### config.mk
export PLATFORM = sky130hd
export DESIGN_NAME = add_round_key_stage_flat
export DESIGN_NICKNAME = d
export VERILOG_FILES = /design/src/rtl/add_round_key_stage_if.sv /design/src/rtl/add_round_key_stage.sv /design/src/flat_wrapper.sv
export SDC_FILE = /design/constraint.sdc
export NUM_CORES = 2
export LEC_CHECK = 0
export BUFFER_PORTS_ARGS = -buffer_cell sky130_fd_sc_hd__buf_2
export CELL_PAD_IN_SITES_DETAIL_PLACEMENT = 0
export CELL_PAD_IN_SITES_GLOBAL_PLACEMENT = 1
export CORE_MARGIN = 2
export CORE_UTILIZATION = 50
export CTS_BUF_LIST = sky130_fd_sc_hd__clkbuf_2
export DETAILED_ROUTE_END_ITERATION = 10
export GPL_ROUTABILITY_DRIVEN = 0
export PLACE_DENSITY = 0.82
export SLEW_MARGIN = 20
export SYNTH_ARGS = -nofsm -noshare
export SYNTH_HDL_FRONTEND = slang
export SYNTH_SLANG_ARGS = --single-unit
export TNS_END_PERCENT = 100
### constraint.sdc
create_clock -name clk -period 15 [get_ports clk]
set_clock_uncertainty 0.15 [all_clocks]
set_input_delay 3.75 -clock clk [delete_from_list [all_inputs] [get_ports clk]]
set_output_delay 3.75 -clock clk [all_outputs]
set_load 0.02 [all_outputs]
### src/rtl/add_round_key_stage_if.sv
// Stream and key-load signals of the AddRoundKey stage.
// slave is the stage's own view; master is the view of whoever drives it.
interface add_round_key_stage_if;
    // Round-key loading
    logic         key_wr_en;
    logic [3:0]   key_wr_idx;
    logic [127:0] key_wr_data;
    logic         key_clr;
    logic         keys_ready;

    // Upstream beat (from MixColumns, or the final-round bypass)
    logic         in_valid;
    logic         in_ready;
    logic [127:0] in_state;
    logic [3:0]   in_round;
    logic         in_last;

    // Downstream beat
    logic         out_valid;
    logic         out_ready;
    logic [127:0] out_state;
    logic [3:0]   out_round;
    logic         out_last;

    // Sticky out-of-range round indication
    logic         err_round;

    modport slave (
        input  key_wr_en, key_wr_idx, key_wr_data, key_clr,
        input  in_valid, in_state, in_round, in_last,
        input  out_ready,
        output keys_ready, in_ready,
        output out_valid, out_state, out_round, out_last,
        output err_round
    );

    modport master (
        output key_wr_en, key_wr_idx, key_wr_data, key_clr,
        output in_valid, in_state, in_round, in_last,
        output out_ready,
        input  keys_ready, in_ready,
        input  out_valid, out_state, out_round, out_last,
        input  err_round
    );
endinterface

### src/rtl/add_round_key_stage.sv
// AES AddRoundKey pipeline stage.
// Each accepted beat is XORed with the round key picked by its round tag and
// queued in a two-entry skid buffer (head register drives the outputs, skid
// register absorbs one extra beat under backpressure). in_ready is registered
// and never looks at out_ready combinationally.
module add_round_key_stage #(
    parameter int NUM_ROUNDS = 10
) (
    input logic                  clk,
    input logic                  rst,
    add_round_key_stage_if.slave bus
);

    localparam logic [3:0] MAX_ROUND = 4'(NUM_ROUNDS);

    typedef struct packed {
        logic [127:0] state;
        logic [3:0]   round;
        logic         last;
    } beat_t;

    logic [127:0]      key_mem [NUM_ROUNDS+1];
    logic [NUM_ROUNDS:0] loaded;
    logic              keys_ready_q;
    logic              in_ready_q;
    logic              err_q;
    logic [1:0]        occ_q;
    beat_t             head_q;
    beat_t             skid_q;

    logic              key_wr_ok;
    logic              round_ok;
    logic [127:0]      round_key;
    logic              push;
    logic              pop;
    logic [1:0]        occ_d;
    beat_t             in_beat;

    // Key selection, handshakes and next occupancy.
    // NOTE: every signal gets a value on every path through this block, so no latch is inferred.
    always_comb begin
        key_wr_ok = bus.key_wr_en && (bus.key_wr_idx <= MAX_ROUND);
        round_ok  = (bus.in_round <= MAX_ROUND);
        round_key = '0;
        if (round_ok) begin
            round_key = key_mem[bus.in_round];
        end
        push          = bus.in_valid && in_ready_q;
        pop           = (occ_q != 2'd0) && bus.out_ready;
        occ_d         = occ_q + {1'b0, push} - {1'b0, pop};
        in_beat.state = bus.in_state ^ round_key;
        in_beat.round = bus.in_round;
        in_beat.last  = bus.in_last;
    end

    // Round-key storage; a beat reading the same index this cycle still sees the old key.
    // NOTE: key contents carry no reset; only their loaded flags do, which is what gates use.
    always_ff @(posedge clk) begin
        if (key_wr_ok) begin
            key_mem[bus.key_wr_idx] <= bus.key_wr_data;
        end
    end

    // Loaded flags, registered readiness, occupancy and the sticky round error.
    // NOTE: state registers use non-blocking assignments so every block sees pre-edge values.
    always_ff @(posedge clk) begin
        if (!rst) begin
            loaded       <= '0;
            keys_ready_q <= 1'b0;
            in_ready_q   <= 1'b0;
            err_q        <= 1'b0;
            occ_q        <= 2'd0;
        end else begin
            if (bus.key_clr) begin
                loaded <= '0;
            end else if (key_wr_ok) begin
                loaded[bus.key_wr_idx] <= 1'b1;
            end
            keys_ready_q <= &loaded;
            in_ready_q   <= (&loaded) && (occ_d < 2'd2);
            if (push && !round_ok) begin
                err_q <= 1'b1;
            end
            occ_q <= occ_d;
        end
    end

    // Head entry: refilled from the skid slot when full, else straight from the input.
    always_ff @(posedge clk) begin
        if (!rst) begin
            head_q <= '0;
        end else if (pop && (occ_q == 2'd2)) begin
            head_q <= skid_q;
        end else if (push && ((occ_q == 2'd0) || pop)) begin
            head_q <= in_beat;
        end
    end

    // Skid entry: holds the second beat while the head is stalled.
    always_ff @(posedge clk) begin
        if (push && (((occ_q == 2'd1) && !pop) || ((occ_q == 2'd2) && pop))) begin
            skid_q <= in_beat;
        end
    end

    assign bus.keys_ready = keys_ready_q;
    assign bus.in_ready   = in_ready_q;
    assign bus.out_valid  = (occ_q != 2'd0);
    assign bus.out_state  = head_q.state;
    assign bus.out_round  = head_q.round;
    assign bus.out_last   = head_q.last;
    assign bus.err_round  = err_q;

endmodule

### src/flat_wrapper.sv
// flat-port wrapper written by rule: the top's interface ports become plain ports
module add_round_key_stage_flat 
#(
    parameter int NUM_ROUNDS = 10
)
  (clk, rst, bus_key_wr_en, bus_key_wr_idx, bus_key_wr_data, bus_key_clr, bus_in_valid, bus_in_state, bus_in_round, bus_in_last, bus_out_ready, bus_keys_ready, bus_in_ready, bus_out_valid, bus_out_state, bus_out_round, bus_out_last, bus_err_round);
  add_round_key_stage_if bus_i ();
  input logic clk;
  input logic rst;
  input wire logic [$bits(bus_i.key_wr_en)-1:0] bus_key_wr_en;
  input wire logic [$bits(bus_i.key_wr_idx)-1:0] bus_key_wr_idx;
  input wire logic [$bits(bus_i.key_wr_data)-1:0] bus_key_wr_data;
  input wire logic [$bits(bus_i.key_clr)-1:0] bus_key_clr;
  input wire logic [$bits(bus_i.in_valid)-1:0] bus_in_valid;
  input wire logic [$bits(bus_i.in_state)-1:0] bus_in_state;
  input wire logic [$bits(bus_i.in_round)-1:0] bus_in_round;
  input wire logic [$bits(bus_i.in_last)-1:0] bus_in_last;
  input wire logic [$bits(bus_i.out_ready)-1:0] bus_out_ready;
  output wire logic [$bits(bus_i.keys_ready)-1:0] bus_keys_ready;
  output wire logic [$bits(bus_i.in_ready)-1:0] bus_in_ready;
  output wire logic [$bits(bus_i.out_valid)-1:0] bus_out_valid;
  output wire logic [$bits(bus_i.out_state)-1:0] bus_out_state;
  output wire logic [$bits(bus_i.out_round)-1:0] bus_out_round;
  output wire logic [$bits(bus_i.out_last)-1:0] bus_out_last;
  output wire logic [$bits(bus_i.err_round)-1:0] bus_err_round;
  assign bus_i.key_wr_en = bus_key_wr_en;
  assign bus_i.key_wr_idx = bus_key_wr_idx;
  assign bus_i.key_wr_data = bus_key_wr_data;
  assign bus_i.key_clr = bus_key_clr;
  assign bus_i.in_valid = bus_in_valid;
  assign bus_i.in_state = bus_in_state;
  assign bus_i.in_round = bus_in_round;
  assign bus_i.in_last = bus_in_last;
  assign bus_i.out_ready = bus_out_ready;
  assign bus_keys_ready = bus_i.keys_ready;
  assign bus_in_ready = bus_i.in_ready;
  assign bus_out_valid = bus_i.out_valid;
  assign bus_out_state = bus_i.out_state;
  assign bus_out_round = bus_i.out_round;
  assign bus_out_last = bus_i.out_last;
  assign bus_err_round = bus_i.err_round;
  add_round_key_stage #(.NUM_ROUNDS(NUM_ROUNDS)) u_core (.clk(clk), .rst(rst), .bus(bus_i));
endmodule
# --- Word level (Yosys, flattened, before mapping) ---
# Memory sizes are Yosys's and may differ from the RTL's.
# Cells that the tools add are included.
totals:
  register_bits: 282
  latchBits: 0
  ramBits: 1408
  mem_bits_ro: 0
  inputBits: 271
  out_inout_bits: 137
  elab_cells: 50
  n_memories: 1
memory_table:
  columns: ["name", "words", "width", "rd", "rd_clocked_by_memory_dff", "write_ports", "line_no", "text"]
  rows:
  - ["u_core.key_mem", 11, 128, 1, 0, 1, "add_round_key_stage.sv:22", "logic [127:0] key_mem [NUM_ROUNDS+1];"]
classes:
  n_addsub: 2
  n_mul: 0
  div: 0
  order_cmp: 5
  eq_ne: 2
  n_shift: 0
  mux: 7
  bitwise: 3
  n_reduce_logical: 19
ops:
  columns: ["cell", "count"]
  rows:
  - ["133-bit 2-to-1 mux", 2]
  - ["128-bit 2-to-1 mux", 1]
  - ["128-bit bitwise XOR", 1]
  - ["11-bit OR", 1]
  - ["11-bit AND reduction", 1]
  - ["1-bit logical AND", 10]
  - ["4-bit <= comparator (second input constant)", 2]
  - ["4-bit by 5-bit less-than comparator with 1-bit output (second input constant)", 1]
  - ["1-bit demux with 4-bit select", 1]
  - ["4-bit by 1-bit >= comparator with 1-bit output (second input constant)", 1]
  - ["2-bit nonzero test", 2]
  - ["1-bit 2-to-1 mux", 3]
  - ["2-bit by 1-bit adder with 2-bit output", 1]
  - ["2-bit by 1-bit equality test with 1-bit output (second input constant)", 1]
  - ["2-bit equality test (second input constant)", 1]
  - ["1-bit zero test", 2]
  - ["2-bit zero test", 1]
  - ["1-bit logical OR", 2]
  - ["2-bit less-than comparator (second input constant)", 1]
  - ["2-bit OR reduction", 1]
  - ["2-bit by 1-bit subtractor with 2-bit output", 1]
  - ["1-bit NOT", 1]

# --- Longest topological paths before layout ---
logic_depth:
  ltp_word: 6
  mapped_depth: 9

# --- Worst setup path after synthesis ---
# Ideal clock, no wire load.
synth_timing:
  path_kind: "input -> register"
  startpoint: "input bus_key_wr_idx[2]"
  endpoint: "memory u_core.key_mem[0][0] (enable)"
  arrival_time_ps: 12955
  path_slack_ps: 1119
  path_stages: 2
  cell_sequence: "or3b_2 > nor3_1"
synth_via:
  elab_chain_cells: 4
synth_rtl:
  columns: ["item", "line_no", "text"]
  rows:
  - ["start, declared", "flat_wrapper.sv:11", "input wire logic [$bits(bus_i.key_wr_idx)-1:0] bus_key_wr_idx;"]
  - ["4-bit <= comparator", "add_round_key_stage.sv:42", "key_wr_ok = bus.key_wr_en && (bus.key_wr_idx <= MAX_ROUND);"]
  - ["1-bit logical AND", "add_round_key_stage.sv:42", null]
  - ["1-bit 2-to-1 mux", "add_round_key_stage.sv:59", "if (key_wr_ok) begin"]
  - ["1-bit 2-to-1 mux (not written as such)", "add_round_key_stage.sv:60", "key_mem[bus.key_wr_idx] <= bus.key_wr_data;"]
  - ["end, declared", "add_round_key_stage.sv:22", null]
# Several ways; a longest one is shown, not always the timed one.

# --- Worst setup path after layout ---
layout_timing:
  startpoint: "register u_core.occ_q[1]"
  endpoint: "output bus_out_valid"
layout_via:
  elab_chain_cells: 1
layout_rtl:
  columns: ["item", "line_no", "text"]
  rows:
  - ["start, declared", "add_round_key_stage.sv:27", "logic [1:0] occ_q;"]
  - ["start signal, assigned", "add_round_key_stage.sv:72", "occ_q <= 2'd0;"]
  - ["start signal, assigned", "add_round_key_stage.sv:84", "occ_q <= occ_d;"]
  - ["2-bit nonzero test", "add_round_key_stage.sv:108", "assign bus.out_valid = (occ_q != 2'd0);"]
  - ["end, declared", "flat_wrapper.sv:21", "output wire logic [$bits(bus_i.out_valid)-1:0] bus_out_valid;"]
# No other way between the ends.

==> qor.yml <==
run_status:
  outcome: "finished, final reports clean"
clock_network:
  clkSlewWorstSetupHoldPaths_ns: 0.11
  cts_buffers: 426
  cts_tree: "built"
  clock_sinks: 1690
  cts_setup_buffers: 0
  clock_path_buffers: 4
  clock-root-buffer: "clkbuf_2"
  worstSkewPairLatency_ns: 1.83
  ctsHtreeMaxLevel: 5
  post_cts_resized: 0
  postCtsHoldBufs: 0
worst_setup_path:
  slowest_delay_ns: 0.48
  cp-start-kind: "flop"
  arrival_ns: 2.73
  path_class: "flop to primary output"
  cp_top_family: "flip-flops"
  cp-end-kind: "primary output"
  cp_max_fo: 8
  worstPathRequired_ns: 11.10
  cp_slowest_cell: "dfxtp_1"
  crit_chain: "or2_1, buf_2"
  cp.buffers_inverters: 1
place:
  placed_cell_area_sq_mm: 0.0743
  dp_cells: 6474
  hpwl_um: 96800
  io_buffers: 407
grt:
  grtUsageTotal_pct: 25.7
  grt_pass1_vias: 42600
  grt_pass1_wl_um: 270000
  antenna_found_initial: 73
  grt_overflow: 0
  grt_start_max_net_pins: 185
route:
  ant_nets: 0
  drt_iter0_drc: 3926
  drt_pass1_iterations: 6
  wl_um: 185000
  drcViolationCount: 0
  vias_per_cell: 5.91
  via_count: 43000
  wire_per_inst_um: 25.5
power:
  ir_drop_v: 0.0000945
  power_leakage_nw: 27.5
  finalPower_mw: 9.09
  powerDensity_mw_per_mm2: 116
yosys:
  synthArstFlopShare_pct: 0
  synth-main-ff-cell: "edfxtp_1"
  yosysUniqueCellTypes: 52
  yosysTopAreaCell: "edfxtp_1"
  ys_warn_count: 0
  synth_nets: 4681
  avgSynthCellArea_sq_um: 16.0
  synth_area_leaders: "edfxtp_1 (66%), mux2i_1 (5.8%), mux4_2 (4.7%)"
  synth-edff-count: 1541
  yosysTopAreaCellShare_pct: 65.8
  syn_inst: 4408
  netlist_area_sq_mm: 0.0704
  ys_ff_latch: 1690
  synth.yosys.seq_area_share_pct: 70.0
sta:
  hold_viol_final: 0
  rsz0062_at_grt: "no"
  timing.fmax_ghz: 0.151
  slew_viol_final: 0
  finalCriticalPeriod_ns: 6.63
  fin_setup_tns_ns: 0
  setup_violations: 0
  worst_pin_slew_ns: 1.24
  slew_headroom_pct: 17.6
  period_share_pct: 44.2
cells_and_area:
  drive_above_1_share_pct: 27.1
  area_delta_synth_final_pct: 11.0
  stdcell_area_sq_mm: 0.0781
  utilization_pct: 56.0
  mostFrequentLayoutCells: "edfxtp_1 (1,541), clkbuf_2 (665), mux2i_1 (406)"
  layout_commonest_cell: "edfxtp_1"
  fin_cells: 7275
  fin_nets: 5299
floorplanning:
  initial_core_util_pct: 50.4
  fp-row-count: 137
  dieArea_sq_mm: 0.144
  die_h_um: 379
  coreArea_sq_mm: 0.140
  num_io_pins: 408
  die_width_um: 379
flow_run:
  maxCapViolCount: 0
worst_hold_path:
  hold_path.class: "flop to flop"
==> worst paths after layout <==
check	to	start	slack [ns]	cells after the start
worst min register to register	u_core.bus.keys_ready	u_core.loaded[9]	0.31	2
worst max register to register	u_core.skid_q[21]	u_core.occ_q[1]	11.07	6
worst min-delay path	u_core.bus.keys_ready	u_core.loaded[9]	0.31	2
worst max-delay path	bus_out_valid	u_core.occ_q[1]	8.37	2
==> through the flow <==
stage / worst slack [ns] / hold slack [ns]
final: 8.37 / 0.307
after floorplan: 1.12 / 0.288
after global routing: 8.04 / 0.328
after detailed placement: 7.35 / 0.305
after global placement: 7.40 / 0.296
after CTS: 8.11 / 0.309
==> worst min-delay path: stages, from the launching register on <==
cell     delay [ns]
dfxtp_1        0.32
nand4_1        0.09
nor3_1         0.09
==> state kept, by name (all words and copies together), names as in the netlist <==
register,count
u_core.bus.err_round,1
u_core.bus.in_ready,1
u_core.bus.keys_ready,1
u_core.bus.out_last,1
u_core.bus.out_round,4
u_core.bus.out_state,128
u_core.key_mem,1408
u_core.loaded,11
u_core.occ_q,2
u_core.skid_q,133
==> final cells by class <==
cell class,instances,area (sq um)
Clock buffer,665,3330
Tap cell,1876,2350
Sequential cell,1690,49300
Fill cell,11200,61400
Timing Repair Buffer,476,2680
Inverter,10,37.5
Multi-Input combinational cell,2422,20000
Antenna cell,42,105
Clock inverter,94,427
==> metal layers <==
layer	track usage, %	share of wire, %
met2	40.8	48
met3	7.06	9.0
met1	33.8	40
met4	9.58	2.6
met5	0	0.19
==> kinds of logic (layout without fill, tap and decap cells) <==
logic type,Yosys count,count (layout),synth area share [%]
flops,1690,1690,70.0
compound gates,894,894,8.83
simple gates,692,692,5.01
mux,634,634,11.8
buf+inv,296,1245,1.89
xor+xnor,200,200,2.49
fa+ha+maj,2,2,0.0356
other cells,0,42,0
==> synthesized netlist by cell type, drive strengths merged, types with 2 or more instances <==
master  instances
a211o          52
a31oi          53
a211oi         71
mux2i         406
nand3b         56
o311a           6
o21ai         256
o2111a         70
nand3         111
nor4           52
inv            10
clkbuf        169
a221oi         58
o221ai          6
nor2          159
nor4bb          6
nand2b         86
mux2           82
mux4          146
and2            6
o22ai           6
or2            54
o21a           11
nand4           4
ha              2
a22oi         104
a22o           70
edfxtp       1541
xnor2          59
nor2b           3
nor3            4
a21oi         125
nand2         146
buf           117
xor2          141
dfxtp         149
a311oi          4
==> power by group <==
part	leakage [nW]	internal, mW	total [mW]	switching [mW]
sequential	15.1	5.24	5.28	0.0386
clock	2.96	1.20	3.01	1.81
combinational	9.46	0.282	0.797	0.515
total	27.5	6.72	9.09	2.36
(Power assumes the default switching activity.)
